$ cat config.mk
export PLATFORM = sky130hd
export DESIGN_NAME = moore_trace_driver_flat
export DESIGN_NICKNAME = d
export VERILOG_FILES = /design/src/rtl/moore_trace_driver_if.sv /design/src/rtl/moore_trace_driver.sv /design/src/flat_wrapper.sv
export SDC_FILE = /design/constraint.sdc
export NUM_CORES = 1
export LEC_CHECK = 0
export ABC_AREA = 1
export ABC_CLOCK_PERIOD_IN_PS = 3840
export CAP_MARGIN = 20
export CORE_MARGIN = 4
export CORE_UTILIZATION = 60
export DETAILED_ROUTE_END_ITERATION = 8
export PLACE_DENSITY = 0.82
export SYNTH_ARGS = -nofsm -noshare
export SYNTH_HDL_FRONTEND = slang
export SYNTH_SLANG_ARGS = --single-unit
$ cat constraint.sdc
create_clock -name clk -period 3.84 [get_ports clk]
set_input_delay 1.152 -clock clk [delete_from_list [all_inputs] [get_ports clk]]
set_output_delay 1.152 -clock clk [all_outputs]
set_load 0.02 [all_outputs]
$ cat src/rtl/moore_trace_driver_if.sv
// Stimulus-load and trace-stream handshake bundle for moore_trace_driver.
// The slave modport is the driver's view; the master modport is the host/consumer view.
interface moore_trace_driver_if #(
   parameter int IN_W  = 2,
   parameter int OUT_W = 2
);
   // stimulus load stream (host -> driver)
   logic             ld_valid;
   logic             ld_ready;
   logic [IN_W-1:0]  ld_sym;

   // trace record stream (driver -> inference tools)
   logic             tr_valid;
   logic             tr_ready;
   logic [IN_W-1:0]  tr_in;
   logic [OUT_W-1:0] tr_out;
   logic             tr_last;

   modport master (
      output ld_valid, ld_sym, tr_ready,
      input  ld_ready, tr_valid, tr_in, tr_out, tr_last
   );

   modport slave (
      input  ld_valid, ld_sym, tr_ready,
      output ld_ready, tr_valid, tr_in, tr_out, tr_last
   );
endinterface

$ cat src/rtl/moore_trace_driver.sv
// Drives a stored input sequence into a Moore FSM, records {input, output} per step
// plus the output after the last transition, then streams the records out.
module moore_trace_driver #(
   parameter int IN_W  = 2,
   parameter int OUT_W = 2,
   parameter int DEPTH = 16,
   parameter int CNT_W = 5
) (
   input  logic              clk,
   input  logic              reset,      // asynchronous, active-low
   moore_trace_driver_if.slave bus,
   input  logic              clr,
   input  logic              start,
   output logic              busy,
   output logic              done,
   output logic              dut_reset,
   output logic [IN_W-1:0]   dut_in,
   input  logic [OUT_W-1:0]  dut_out
);
   localparam int SIDX_W = (DEPTH > 1) ? $clog2(DEPTH) : 1;
   localparam int REC_W  = IN_W + OUT_W;
   localparam logic [CNT_W-1:0] DEPTH_C = CNT_W'(DEPTH);
   localparam logic [CNT_W-1:0] ONE_C   = CNT_W'(1);

   typedef enum logic [2:0] {IDLE, DUT_RST, DRIVE, FINAL, DRAIN} state_t;

   state_t           state_q, state_d;
   logic [CNT_W-1:0] len_q, len_d;
   logic [CNT_W-1:0] idx_q, idx_d;     // drive step during DRIVE/FINAL, read index during DRAIN
   logic             ran_q, ran_d;     // set once a run has begun; releases dut_reset in IDLE
   logic             done_q, done_d;
   logic             stim_we;
   logic [CNT_W-1:0] idx_inc;

   logic [IN_W-1:0]  stim_mem  [DEPTH];
   logic [REC_W-1:0] trace_mem [DEPTH+1];

   assign idx_inc = idx_q + ONE_C;

   // State register: every control flop, cleared by the asynchronous reset
   always_ff @(posedge clk or negedge reset) begin
      if (!reset) begin
         state_q <= IDLE;
         len_q   <= '0;
         idx_q   <= '0;
         ran_q   <= 1'b0;
         done_q  <= 1'b0;
      end else begin
         state_q <= state_d;
         len_q   <= len_d;
         idx_q   <= idx_d;
         ran_q   <= ran_d;
         done_q  <= done_d;
      end
   end

   // Next-state logic: run sequencing, stimulus loading and index stepping
   always_comb begin
      state_d = state_q;
      len_d   = len_q;
      idx_d   = idx_q;
      ran_d   = ran_q;
      done_d  = 1'b0;
      stim_we = 1'b0;
      case (state_q)
         IDLE: begin
            if (start && (len_q != '0)) begin
               state_d = DUT_RST;
               ran_d   = 1'b1;
            end else if (clr) begin
               len_d = '0;
            end else if (bus.ld_valid && (len_q < DEPTH_C)) begin
               stim_we = 1'b1;
               len_d   = len_q + ONE_C;
            end
         end
         DUT_RST: begin
            state_d = DRIVE;
            idx_d   = '0;
         end
         DRIVE: begin
            // idx ends at len, which is where FINAL writes its record
            idx_d = idx_inc;
            if (idx_inc == len_q) state_d = FINAL;
         end
         FINAL: begin
            state_d = DRAIN;
            idx_d   = '0;
         end
         DRAIN: begin
            if (bus.tr_ready) begin
               if (idx_q == len_q) begin
                  state_d = IDLE;
                  done_d  = 1'b1;
               end else begin
                  idx_d = idx_inc;
               end
            end
         end
         default: state_d = IDLE;
      endcase
   end

   // Output logic: FSM drive, load readiness and the trace presentation
   always_comb begin
      busy         = (state_q != IDLE);
      done         = done_q;
      bus.ld_ready = (state_q == IDLE) && (len_q < DEPTH_C);
      dut_reset    = 1'b0;
      dut_in       = '0;
      bus.tr_valid = 1'b0;
      bus.tr_last  = 1'b0;
      bus.tr_in    = '0;
      bus.tr_out   = '0;
      case (state_q)
         IDLE:    dut_reset = !ran_q;
         DUT_RST: dut_reset = 1'b1;
         DRIVE:   dut_in    = stim_mem[idx_q[SIDX_W-1:0]];
         DRAIN: begin
            bus.tr_valid           = 1'b1;
            bus.tr_last            = (idx_q == len_q);
            {bus.tr_in, bus.tr_out} = trace_mem[idx_q];
         end
         default: ;
      endcase
   end

   // Storage: stimulus append in IDLE, trace capture at the closing edge of DRIVE/FINAL steps
   always_ff @(posedge clk) begin
      if (stim_we) stim_mem[len_q[SIDX_W-1:0]] <= bus.ld_sym;
      if ((state_q == DRIVE) || (state_q == FINAL)) trace_mem[idx_q] <= {dut_in, dut_out};
   end
endmodule

$ cat src/flat_wrapper.sv
// flat-port wrapper written by rule: the top's interface ports become plain ports
module moore_trace_driver_flat 
#(
   parameter int IN_W  = 2,
   parameter int OUT_W = 2,
   parameter int DEPTH = 16,
   parameter int CNT_W = 5
)
  (clk, reset, clr, start, busy, done, dut_reset, dut_in, dut_out, bus_ld_valid, bus_ld_sym, bus_tr_ready, bus_ld_ready, bus_tr_valid, bus_tr_in, bus_tr_out, bus_tr_last);
  moore_trace_driver_if #(.IN_W(IN_W), .OUT_W(OUT_W)) bus_i ();
  input  logic clk;
  input  logic reset;
  input  logic clr;
  input  logic start;
  output logic busy;
  output logic done;
  output logic dut_reset;
  output logic [IN_W-1:0] dut_in;
  input  logic [OUT_W-1:0] dut_out;
  input wire logic [$bits(bus_i.ld_valid)-1:0] bus_ld_valid;
  input wire logic [$bits(bus_i.ld_sym)-1:0] bus_ld_sym;
  input wire logic [$bits(bus_i.tr_ready)-1:0] bus_tr_ready;
  output wire logic [$bits(bus_i.ld_ready)-1:0] bus_ld_ready;
  output wire logic [$bits(bus_i.tr_valid)-1:0] bus_tr_valid;
  output wire logic [$bits(bus_i.tr_in)-1:0] bus_tr_in;
  output wire logic [$bits(bus_i.tr_out)-1:0] bus_tr_out;
  output wire logic [$bits(bus_i.tr_last)-1:0] bus_tr_last;
  assign bus_i.ld_valid = bus_ld_valid;
  assign bus_i.ld_sym = bus_ld_sym;
  assign bus_i.tr_ready = bus_tr_ready;
  assign bus_ld_ready = bus_i.ld_ready;
  assign bus_tr_valid = bus_i.tr_valid;
  assign bus_tr_in = bus_i.tr_in;
  assign bus_tr_out = bus_i.tr_out;
  assign bus_tr_last = bus_i.tr_last;
  moore_trace_driver #(.IN_W(IN_W), .OUT_W(OUT_W), .DEPTH(DEPTH), .CNT_W(CNT_W)) u_core (.clk(clk), .reset(reset), .bus(bus_i), .clr(clr), .start(start), .busy(busy), .done(done), .dut_reset(dut_reset), .dut_in(dut_in), .dut_out(dut_out));
endmodule
==> results.txt <==
Synth Area in Simple Gates: 19.8%
global-route wire length before repair: 18700 microns
Seq cells post-synth: 115
vias per cell: 5.85
fraction of synthesized area in multiplexers: 0%
Synth Area in Compound Gates: 8.05%
Max Freq: 269 MHz
Power Dens Cells: 781 nW/um^2
DIE WIDTH: 102 microns
async set-reset flop share out of synthesis: 13.0%
Crit Reg-Reg Startpoint: u_core.len_q[1]
Synth area leaders: edfxtp_1, nor2_1, dfrtp_1, nand2_1, o21ai_0
syn_nets: 528
crit-path most repeated cell: nor2_1
GRT Overall Usage: 23.9%
Placer Congestion: 0.859
CTS Buffer Depth: 2
number of global-route vias before repair: 3845
Main synth FF type: edfxtp_1
Worst Setup SP: u_core.idx_q[0]
crit path to: bus_tr_in[0]
Max H-tree Level: 4
Post-synth EDFFs: 100
mapped cell area: 5290 sq um
CP max stage delay: 610 ps
io pins: 22
Setup TNS Final: 0 ps
ANT cells: 0
Initial DRC Count: 309
max-cap viol count: 0
post-synthesis adder-cell area fraction: 1.89%
clock skew: 8.74 ps
most frequent cell after synthesis: nor2_1
hold path depth: 1
initial antenna violation count: 0
Synth Area in XOR/XNOR: 0.663%
die span in y: 102 microns
DRC Markers: 0
reg2reg path depth: 10
Leak: 2.40 nW
Synth top area share: 56.8%
synth warn: 0
Worst setup SP type: flip-flop
fin. max-slew vios: 0
DP Wirelength: 7530 microns
Buffers & Inverters on Critical Path: 3
Commonest cells post-synth: nor2_1, edfxtp_1, nand2_1, o21ai_0
Starting Density: 63.1%
crit-path cells: inv_4 -> buf_12 -> o21ai_0 -> o22ai_1 -> nor2_1 -> nor2_1 -> nor2_1 -> nor2_1 -> clkdlybuf4s50_1
WP data required: 2690 ps
PortBufs: 21
largest family of logic cells by synthesized area: simple AND/OR/NAND/NOR gates
Clock Root Buffer: clkbuf_8
Vias: 3846
hold_buf cts: 0
Reg2Reg Setup Slack: 1520 ps
Distinct cells, synth: 31
Gate Count Post-Synth: 510
Slew HR: 47.0%
Area Overhead vs Synth: 17.8%
critical path fanouts, max: 35
Arrival @ worst endpoint: 2560 ps
worst-margin pin slew: 788 ps
Crit. End Element: primary output
final instance area: 6230 sq um
Net count, final: 557
CTS tree: yes
final WL: 11500 microns
DR pass1 iterations: 4
Placed Instance Area: 5560 sq um
final hold vios: 0
cell row count: 33
Final ANT Viol Nets: 0
VDD IR max: 442 uV
largest net degree at the start of global routing: 36
biggest area consumer among synthesized cells: edfxtp_1
Synth Area per Inst: 10.4 sq um
clk slew on worst S/H paths: 60 ps
fin crit share: 96.8%
worst min path class: reg -> reg
TritonCTS buffer count: 17
critical path depth: 9
core area: 8380 sq um
Worst path slowest cell: clkdlybuf4s50_1
Hold WS: 484 ps
routed len/inst: 17.5 microns
outcome: completed
FF-to-FF End: u_core.stim_mem[8][0]
global route overflow: 0
share of layout cells above drive strength 1: 11.6%
worst skew pair latency: 520 ps
Worst path top cell family by delay: buffers and inverters
Sink Count: 115
die area: 10400 sq um
Final setup viols: 0
path type of the worst setup path: reg -> out
minimum clock period: 3720 ps
post-synthesis sequential area ratio: 63.9%
-- cell usage in the layout, fill, tap and decap left out, types with 7 or more instances in the layout --
master / netlist / routed
nand3_1: 30 / 30
edfxtp_1: 100 / 100
nor2_1: 103 / 102
nand2_1: 87 / 87
clkinv_4: 1 / 7
nor3_1: 11 / 11
o21ai_1: 8 / 8
o22ai_1: 8 / 8
inv_1: 30 / 30
clkdlybuf4s50_1: 0 / 18
o211ai_1: 7 / 7
dfrtp_1: 15 / 13
clkbuf_16: 0 / 16
ha_1: 8 / 8
o21ai_0: 53 / 53
buf_4: 6 / 10
-- through the flow --
step | worst slack [ps] | instances | power (mW) | utilization (%)
after floorplan | 743 | 510 | 2.73 | -
after global placement | 432 | 622 | 3.14 | 66.3
after detailed placement | 378 | 622 | 3.19 | 66.3
after CTS | 9.40 | 654 | 4.84 | 73.8
after global routing | -12.5 | 657 | 5.14 | 74.3
final | 123 | 657 | 4.87 | 74.3
-- flip-flops by register name, summed over array words and instances, names as in the netlist --
name              count
u_core.trace_mem     68
u_core.stim_mem      32
u_core.idx_q          5
u_core.len_q          5
u_core.state_q        3
u_core.done           1
u_core.ran_q          1
-- worst min-delay path by stage --
stage	startpoint	end	slack (ps)
2_1_floorplan	u_core.ran_q	u_core.ran_q	440
3_3_place_gp	u_core.ran_q	u_core.ran_q	460
3_5_place_dp	u_core.ran_q	u_core.ran_q	480
4_1_cts	u_core.ran_q	u_core.ran_q	490
5_1_grt	u_core.ran_q	u_core.ran_q	510
6_report	u_core.ran_q	u_core.ran_q	480
-- kinds of logic after synthesis --
logic type | count (synthesis)
and+or+nand+nor | 244
DFF | 115
AOI/OAI and AO/OA | 79
buffers and inverters | 60
adders and majority gates | 8
xor gates and xnor gates | 4
-- worst reg2reg max path: cells and delay by family (launching register included) --
family	cells	cell delay, ps
buffers and inverters	3	370
adder cells (fa/ha/maj)	1	150
flip-flops	1	480
AND/OR/NAND/NOR	6	990
-- metal layers --
layer | part of all wire (%) | global-route usage [%] | vias up
li1 | - | - | 1809
met5 | 0 | 0 | -
met3 | 7.4 | 4.91 | 28
met2 | 52 | 41.2 | 164
met4 | 2.4 | 11.1 | 0
met1 | 38 | 29.0 | 1845
-- layout make-up --
class                           count  area [sq um]
Multi-Input combinational cell    335          1610
Tap cell                          105           131
Inverter                           36           145
Clock buffer                       18           418
Fill cell                         547          2150
Sequential cell                   115          3380
Clock inverter                     14           205
Timing Repair Buffer               34           335
-- where the power goes --
group	leakage, nW	switching, mW	internal [mW]
registers	1.10	0.106	1.52
logic	1.00	1.08	0.528
clock network	0.296	0.573	1.06
-- timing repair --
action / in CTS / in global routing
endpoints found under the hold margin: 0 / 0
setup buffers: 0 / 3
gates resized for setup: 3 / 8
cloned: 0 / 0
endpoints found under the setup margin: 5 / 5
No activity file was read; power rests on OpenSTA's default activity.
